<file path="src/rtl/random_pool.sv">
// -----------------------------------------------------------------------------
// random_pool
//   Produces a batch of NUM_COUNT pseudo-random numbers (NUM_LEN bits each)
//   from a Galois LFSR. The LFSR is reseeded at every batch start by mixing in
//   a free-running entropy counter, so the moment the player triggers a batch
//   perturbs the sequence. An optional exclusive upper bound is applied by
//   rejection sampling. After RETRY_MAX consecutive rejections the next
//   candidate is folded into range with a modulo instead.
//
// Ports
//   clock    in   rising-edge system clock
//   reset    in   asynchronous, active-low reset
//   start    in   batch request, sampled only while idle
//   limit    in   exclusive upper bound (0 = unbounded), captured at start
//   randoms  out  batch result, channel i at [i*NUM_LEN +: NUM_LEN]
//   valid    out  one-cycle pulse when randoms updates
//   busy     out  high while a batch is being generated
// -----------------------------------------------------------------------------
module random_pool #(
  parameter int                NUM_LEN   = 4,
  parameter int                NUM_COUNT = 3,
  parameter int                LFSR_W    = 16,
  parameter logic [LFSR_W-1:0] TAPS      = 16'hB400,
  parameter logic [LFSR_W-1:0] LFSR_INIT = 16'hACE1,
  parameter int                RETRY_MAX = 7
) (
  input  logic                          clock,
  input  logic                          reset,
  input  logic                          start,
  input  logic [NUM_LEN-1:0]            limit,
  output logic [NUM_LEN*NUM_COUNT-1:0]  randoms,
  output logic                          valid,
  output logic                          busy
);

  localparam int OUT_W   = NUM_LEN * NUM_COUNT;
  localparam int IDX_W   = (NUM_COUNT > 1) ? $clog2(NUM_COUNT) : 1;
  localparam int RETRY_W = (RETRY_MAX > 0) ? $clog2(RETRY_MAX + 1) : 1;

  localparam logic [IDX_W-1:0]   LAST_IDX  = IDX_W'(NUM_COUNT - 1);
  localparam logic [RETRY_W-1:0] RETRY_LIM = RETRY_W'(RETRY_MAX);

  localparam logic [0:0] ST_IDLE = 1'b0;
  localparam logic [0:0] ST_GEN  = 1'b1;

  // One Galois LFSR step: shift right, fold the taps in when a 1 drops out.
  function automatic logic [LFSR_W-1:0] lfsr_step(input logic [LFSR_W-1:0] s);
    logic [LFSR_W-1:0] r;
    r = s >> 1;
    if (s[0]) begin
      r = r ^ TAPS;
    end else begin
      r = r;
    end
    return r;
  endfunction

  logic [0:0]         state_q,   state_d;
  logic [LFSR_W-1:0]  lfsr_q,    lfsr_d;
  logic [LFSR_W-1:0]  entropy_q;
  logic [IDX_W-1:0]   idx_q,     idx_d;
  logic [RETRY_W-1:0] retry_q,   retry_d;
  logic [OUT_W-1:0]   shadow_q,  shadow_d;
  logic [NUM_LEN-1:0] limit_q,   limit_d;
  logic [OUT_W-1:0]   randoms_q, randoms_d;
  logic               valid_q,   valid_d;
  logic               busy_q,    busy_d;

  logic [LFSR_W-1:0]  step_s;
  logic [LFSR_W-1:0]  mix_s;
  logic [NUM_LEN-1:0] cand_s;
  logic [NUM_LEN-1:0] value_s;
  logic               store_s;
  logic [OUT_W-1:0]   merged_s;

  // Next-state logic for the batch sequencer.
  always_comb begin
    state_d   = state_q;
    lfsr_d    = lfsr_q;
    idx_d     = idx_q;
    retry_d   = retry_q;
    shadow_d  = shadow_q;
    limit_d   = limit_q;
    randoms_d = randoms_q;
    valid_d   = 1'b0;
    busy_d    = busy_q;

    step_s   = lfsr_step(lfsr_q);
    cand_s   = step_s[NUM_LEN-1:0];
    mix_s    = entropy_q ^ lfsr_q;
    value_s  = cand_s;
    store_s  = 1'b0;
    merged_s = shadow_q;

    case (state_q)
      ST_IDLE: begin
        if (start) begin
          // An all-zero state would lock the LFSR, so substitute the init value.
          lfsr_d  = (mix_s == {LFSR_W{1'b0}}) ? LFSR_INIT : mix_s;
          limit_d = limit;
          idx_d   = {IDX_W{1'b0}};
          retry_d = {RETRY_W{1'b0}};
          busy_d  = 1'b1;
          state_d = ST_GEN;
        end else begin
          state_d = ST_IDLE;
        end
      end

      ST_GEN: begin
        // The LFSR advances on every generation edge, accepted or not.
        lfsr_d = step_s;
        // Retry exhausted: the candidate is folded into range untested. The
        // limit check keeps a zero bound out of the modulo.
        if ((limit_q != {NUM_LEN{1'b0}}) && (retry_q == RETRY_LIM)) begin
          store_s = 1'b1;
          value_s = cand_s % limit_q;
        end else if ((limit_q == {NUM_LEN{1'b0}}) || (cand_s < limit_q)) begin
          store_s = 1'b1;
          value_s = cand_s;
        end else begin
          retry_d = retry_q + 1'b1;
        end

        if (store_s) begin
          retry_d  = {RETRY_W{1'b0}};
          merged_s[idx_q * NUM_LEN +: NUM_LEN] = value_s;
          shadow_d = merged_s;
          if (idx_q == LAST_IDX) begin
            // Publish the whole batch at once, including the value just made.
            randoms_d = merged_s;
            valid_d   = 1'b1;
            busy_d    = 1'b0;
            idx_d     = {IDX_W{1'b0}};
            state_d   = ST_IDLE;
          end else begin
            idx_d = idx_q + 1'b1;
          end
        end else begin
          idx_d = idx_q;
        end
      end

      default: begin
        state_d = ST_IDLE;
        busy_d  = 1'b0;
      end
    endcase
  end

  // State, datapath and output registers; entropy runs free outside reset.
  always_ff @(posedge clock or negedge reset) begin
    if (!reset) begin
      state_q   <= ST_IDLE;
      lfsr_q    <= LFSR_INIT;
      entropy_q <= {LFSR_W{1'b0}};
      idx_q     <= {IDX_W{1'b0}};
      retry_q   <= {RETRY_W{1'b0}};
      shadow_q  <= {OUT_W{1'b0}};
      limit_q   <= {NUM_LEN{1'b0}};
      randoms_q <= {OUT_W{1'b0}};
      valid_q   <= 1'b0;
      busy_q    <= 1'b0;
    end else begin
      state_q   <= state_d;
      lfsr_q    <= lfsr_d;
      entropy_q <= entropy_q + 1'b1;
      idx_q     <= idx_d;
      retry_q   <= retry_d;
      shadow_q  <= shadow_d;
      limit_q   <= limit_d;
      randoms_q <= randoms_d;
      valid_q   <= valid_d;
      busy_q    <= busy_d;
    end
  end

  assign randoms = randoms_q;
  assign valid   = valid_q;
  assign busy    = busy_q;

endmodule

</file>
<file path="config.mk">
export PLATFORM = sky130hd
export DESIGN_NAME = random_pool
export DESIGN_NICKNAME = d
export VERILOG_FILES = /design/src/rtl/random_pool.sv
export SDC_FILE = /design/constraint.sdc
export NUM_CORES = 1
export LEC_CHECK = 0
export CAP_MARGIN = 10
export CORE_MARGIN = 5
export CORE_UTILIZATION = 30
export CTS_CLUSTER_DIAMETER = 30
export CTS_CLUSTER_SIZE = 25
export DETAILED_ROUTE_END_ITERATION = 7
export GPL_ROUTABILITY_DRIVEN = 0
export MAX_ROUTING_LAYER = met4
export PLACE_DENSITY = 0.55
export REMOVE_ABC_BUFFERS = 1
export SLEW_MARGIN = 10
export SYNTH_ARGS = -nofsm -noshare
export SYNTH_HDL_FRONTEND = slang
export SYNTH_SLANG_ARGS = --single-unit
</file>
<file path="constraint.sdc">
create_clock -name clock -period 5.6 [get_ports clock]
set_clock_uncertainty 0.1 [all_clocks]
set_input_delay 1.12 -clock clock [delete_from_list [all_inputs] [get_ports clock]]
set_output_delay 1.12 -clock clock [all_outputs]
set_load 0.02 [all_outputs]
</file>
==> impl_summary.log <==
INFO  metric placedCellCount = between 600 and 700
INFO  metric avgSynthCellArea = about 9.6 um2
INFO  metric clock_latency = between 300 and 400 ps
INFO  metric wire_length_of_the_first_global_routing_pass = between 10 and 15 mm
INFO  metric vias_per_cell = approximately 5
INFO  metric drt_first_pass_iters = 4
INFO  metric layoutNonFillerInstCount = 617
INFO  metric violation_count_after_the_first_detailed_route_iteration = ~220
INFO  metric timing.final.setup_violations = 0
INFO  metric synth.top_cells.by_count = nand2_1 (72), dfrtp_1 (60), o21ai_0 (32)
INFO  metric layout-drive-gt1-share = 0.107
INFO  metric floorplan.io_pins = 21
INFO  metric port_buffer_count = 20
INFO  metric p_per_area = ~640 mW/mm2
INFO  metric layout.core_utilization = 0.352
INFO  metric postRouteWirelength = about 8.6 mm
INFO  metric die_width = ~130 um
INFO  metric flow.area_growth_from_synthesis = 15.3%
INFO  metric tritoncts_clock_tree = done
INFO  metric place_hpwl = between 5 and 6 mm
INFO  metric largest_fanout_on_the_critical_path = 6
INFO  metric power.leakage = around 0.0019 uW
INFO  metric grt-ovfl-total = 0
INFO  metric clk_pin_slew = approximately 60 ps
INFO  metric floorplan.die_area = 0.0158 mm2
INFO  metric run_status = finished clean
INFO  metric yosys.area.top_type_share = 0.373
INFO  metric crit_path_start_kind = flop
INFO  metric max-slew-margin-rel = 0.401
INFO  metric worst_path_setup_slack_after_routing = 526 ps
INFO  metric count_of_standard_cell_rows = 42
INFO  metric cp_data_arrival_time = roughly 5200 ps
INFO  metric ys_seq_elements = 68
INFO  metric synth-main-ff-cell = dfrtp_1
INFO  metric nNetsFinal = about 470
INFO  metric asyncSetResetFlopFracSynth = 1.00
INFO  metric post-route-min-period = around 5100 ps
INFO  metric peakVddDrop = roughly 270 uV
INFO  metric post_cts_buffers = 0
INFO  metric yosys.area.top_type = dfrtp_1
INFO  metric post_drt_wl_per_cell = between 10 and 15 um
INFO  metric initial_antenna_violation_count = 0
INFO  metric clock_sinks = 68
INFO  metric cp-end-kind = flop
INFO  metric synthDistinctLibCells = 58
INFO  metric holdCritPathClass = reg -> reg
INFO  metric share_of_the_clock_period_used_by_the_worst_path = 0.906
INFO  metric placeableCoreArea = roughly 0.013 mm2
INFO  metric cts_buffers = 9
INFO  metric h-tree-depth = 3
INFO  metric route.vias.total = approximately 3000
INFO  metric worst-endpoint-required = ~5800 ps
INFO  metric clock-root-buffer = clkbuf_16
INFO  metric synth.area.top_cells = dfrtp_1 (37%), ha_1 (6.8%), nand2_1 (6.7%), xnor2_1 (6.1%), dfstp_2 (5.2%)
INFO  metric synthesis.instances = 420
INFO  metric netlist_area = 0.00402 mm2
INFO  metric maxClockFrequency = approximately 200 MHz
INFO  metric power = between 2000 and 3000 uW
INFO  metric cts_repair_resize_count = 0
INFO  metric ys_seq_area_frac = 0.426
INFO  metric grt_setup_unrepaired = false
INFO  metric num_antenna_cells = 0
INFO  metric number_of_slew_limit_violations_in_the_final_report = 0
INFO  metric synth_edf_count = 0
INFO  metric max-cap-violations = 0
INFO  metric synth-warning-count = 0
INFO  metric path_class = reg -> reg
INFO  metric place_worst_setup_slack = between 300 and 400 ps
INFO  metric grt_max_degree = ~70
INFO  metric fin_setup_tns = 0 ps
INFO  metric number_of_hold_violations_in_the_final_report = 0
INFO  metric cts-root-to-sink-buffers = 2
INFO  metric hold_buffers = 0
INFO  metric floorplan_die_height = 126 um
INFO  metric first_global_vias = between 2000 and 3000
INFO  metric remaining_antenna_violation_count_after_routing = 0
INFO  metric worst_pin_slew = between 800 and 900 ps
INFO  metric drc_errors = 0
INFO  metric grt_util_all_layers = 0.119
INFO  metric initial_util = 0.305
INFO  metric yosysMostFrequentCell = nand2_1
==> area by class of cell <==
class | count | area (um2)
fillers | 1320 | 8550
inverters | 20 | 80.1
clock buffers | 11 | 233
clock inverters | 5 | 30.0
flip-flops and latches | 68 | 1710
multi-input cells | 314 | 2140
well taps | 176 | 220
repair buffers | 23 | 218
==> layout by cell type, fill, tap and decap left out, types with 4 or more instances in the layout <==
cell / synthesis / layout
a21oi_1: 5 / 4
and3_1: 4 / 4
clkbuf_16: 0 / 9
clkdlybuf4s50_1: 0 / 19
dfrtp_1: 60 / 60
dfstp_2: 8 / 8
ha_1: 22 / 22
inv_1: 19 / 19
nand2_1: 72 / 72
nand2b_1: 5 / 5
nand3_1: 7 / 7
nand3b_1: 5 / 5
nand4_1: 9 / 9
nor2_1: 23 / 23
nor2b_1: 7 / 7
o211ai_1: 4 / 4
o21a_1: 12 / 12
o21ai_0: 32 / 32
o21ai_1: 9 / 9
o22ai_1: 8 / 8
xnor2_1: 28 / 28
xor2_1: 16 / 16
==> path summary, 6_finish.rpt <==
| path | startpoint | end | slack [ps] | cells after the start |
|---|---|---|---|---|
| setup / recovery | limit_q[0]$_DFFE_PN0P_ | randoms[8]$_DFFE_PN0P_ | 530 | 21 |
| hold / removal | shadow_q[7]$_DFFE_PN0P_ | shadow_q[7]$_DFFE_PN0P_ | 370 | 2 |
| setup reg to reg | limit_q[0]$_DFFE_PN0P_ | randoms[8]$_DFFE_PN0P_ | 530 | 21 |
| hold reg to reg | shadow_q[7]$_DFFE_PN0P_ | shadow_q[7]$_DFFE_PN0P_ | 370 | 2 |
| max in group asynchronous | reset | randoms[9]$_DFFE_PN0P_ | 3910 | 2 |
| min in group asynchronous | reset | entropy_q[12]$_DFF_PN0_ | 880 | 2 |
==> state kept, by name, summed over array words and instances, names as in the netlist <==
register and flops:
entropy_q 16, valid 1, busy 1, shadow_q 12, idx_q 2, retry_q 3
lfsr_q 16, limit_q 4, randoms 12, state_q 1
==> worst max-delay path, stage by stage (launching register included) <==
cell       delay, ps
dfrtp_1          440
inv_1            140
ha_1             150
nor4b_2          210
a2bb2oi_2        170
ha_1             270
o21a_1           120
o21ai_0          200
mux2i_1          330
inv_1             90
ha_1             320
a21oi_1          270
a211oi_1         140
a31oi_2          270
inv_1             80
ha_1             320
o21ai_0          200
a31oi_2          110
o21ai_2          230
mux2_2           450
o221ai_1         230
o21a_1           160
==> where the power goes <==
group / internal (uW) / switching, uW / total (uW)
logic: 651 / 944 / 1600
clock network: 297 / 213 / 511
registers: 676 / 165 / 841
==> kinds of logic after synthesis <==
| family | after synthesis | share of synthesized area |
|---|---|---|
| adders and majority gates | 23 | 0.0734 |
| xor gates and xnor gates | 44 | 0.0958 |
| DFF | 68 | 0.426 |
| and+or+nand+nor | 145 | 0.176 |
| buffers and inverters | 38 | 0.0467 |
| AOI/OAI and AO/OA | 98 | 0.172 |
| muxes | 4 | 0.0103 |
==> per-stage QoR <==
stage / instance area [um2] / hold slack, ps
after global routing: 4640 / 398
after floorplan: 3910 / 342
after global placement: 4350 / 358
after CTS: 4610 / 376
final: 4640 / 370
after detailed placement: 4350 / 363
==> metal layers <==
layer / global-route usage / vias up / part of all wire
met5: - / - / 0
met4: 0.0511 / 0 / 0.025
met3: 0.0258 / 17 / 0.035
met2: 0.176 / 53 / 0.45
met1: 0.158 / 1442 / 0.49
li1: - / 1487 / -
Power figures use the tool's default switching activity.
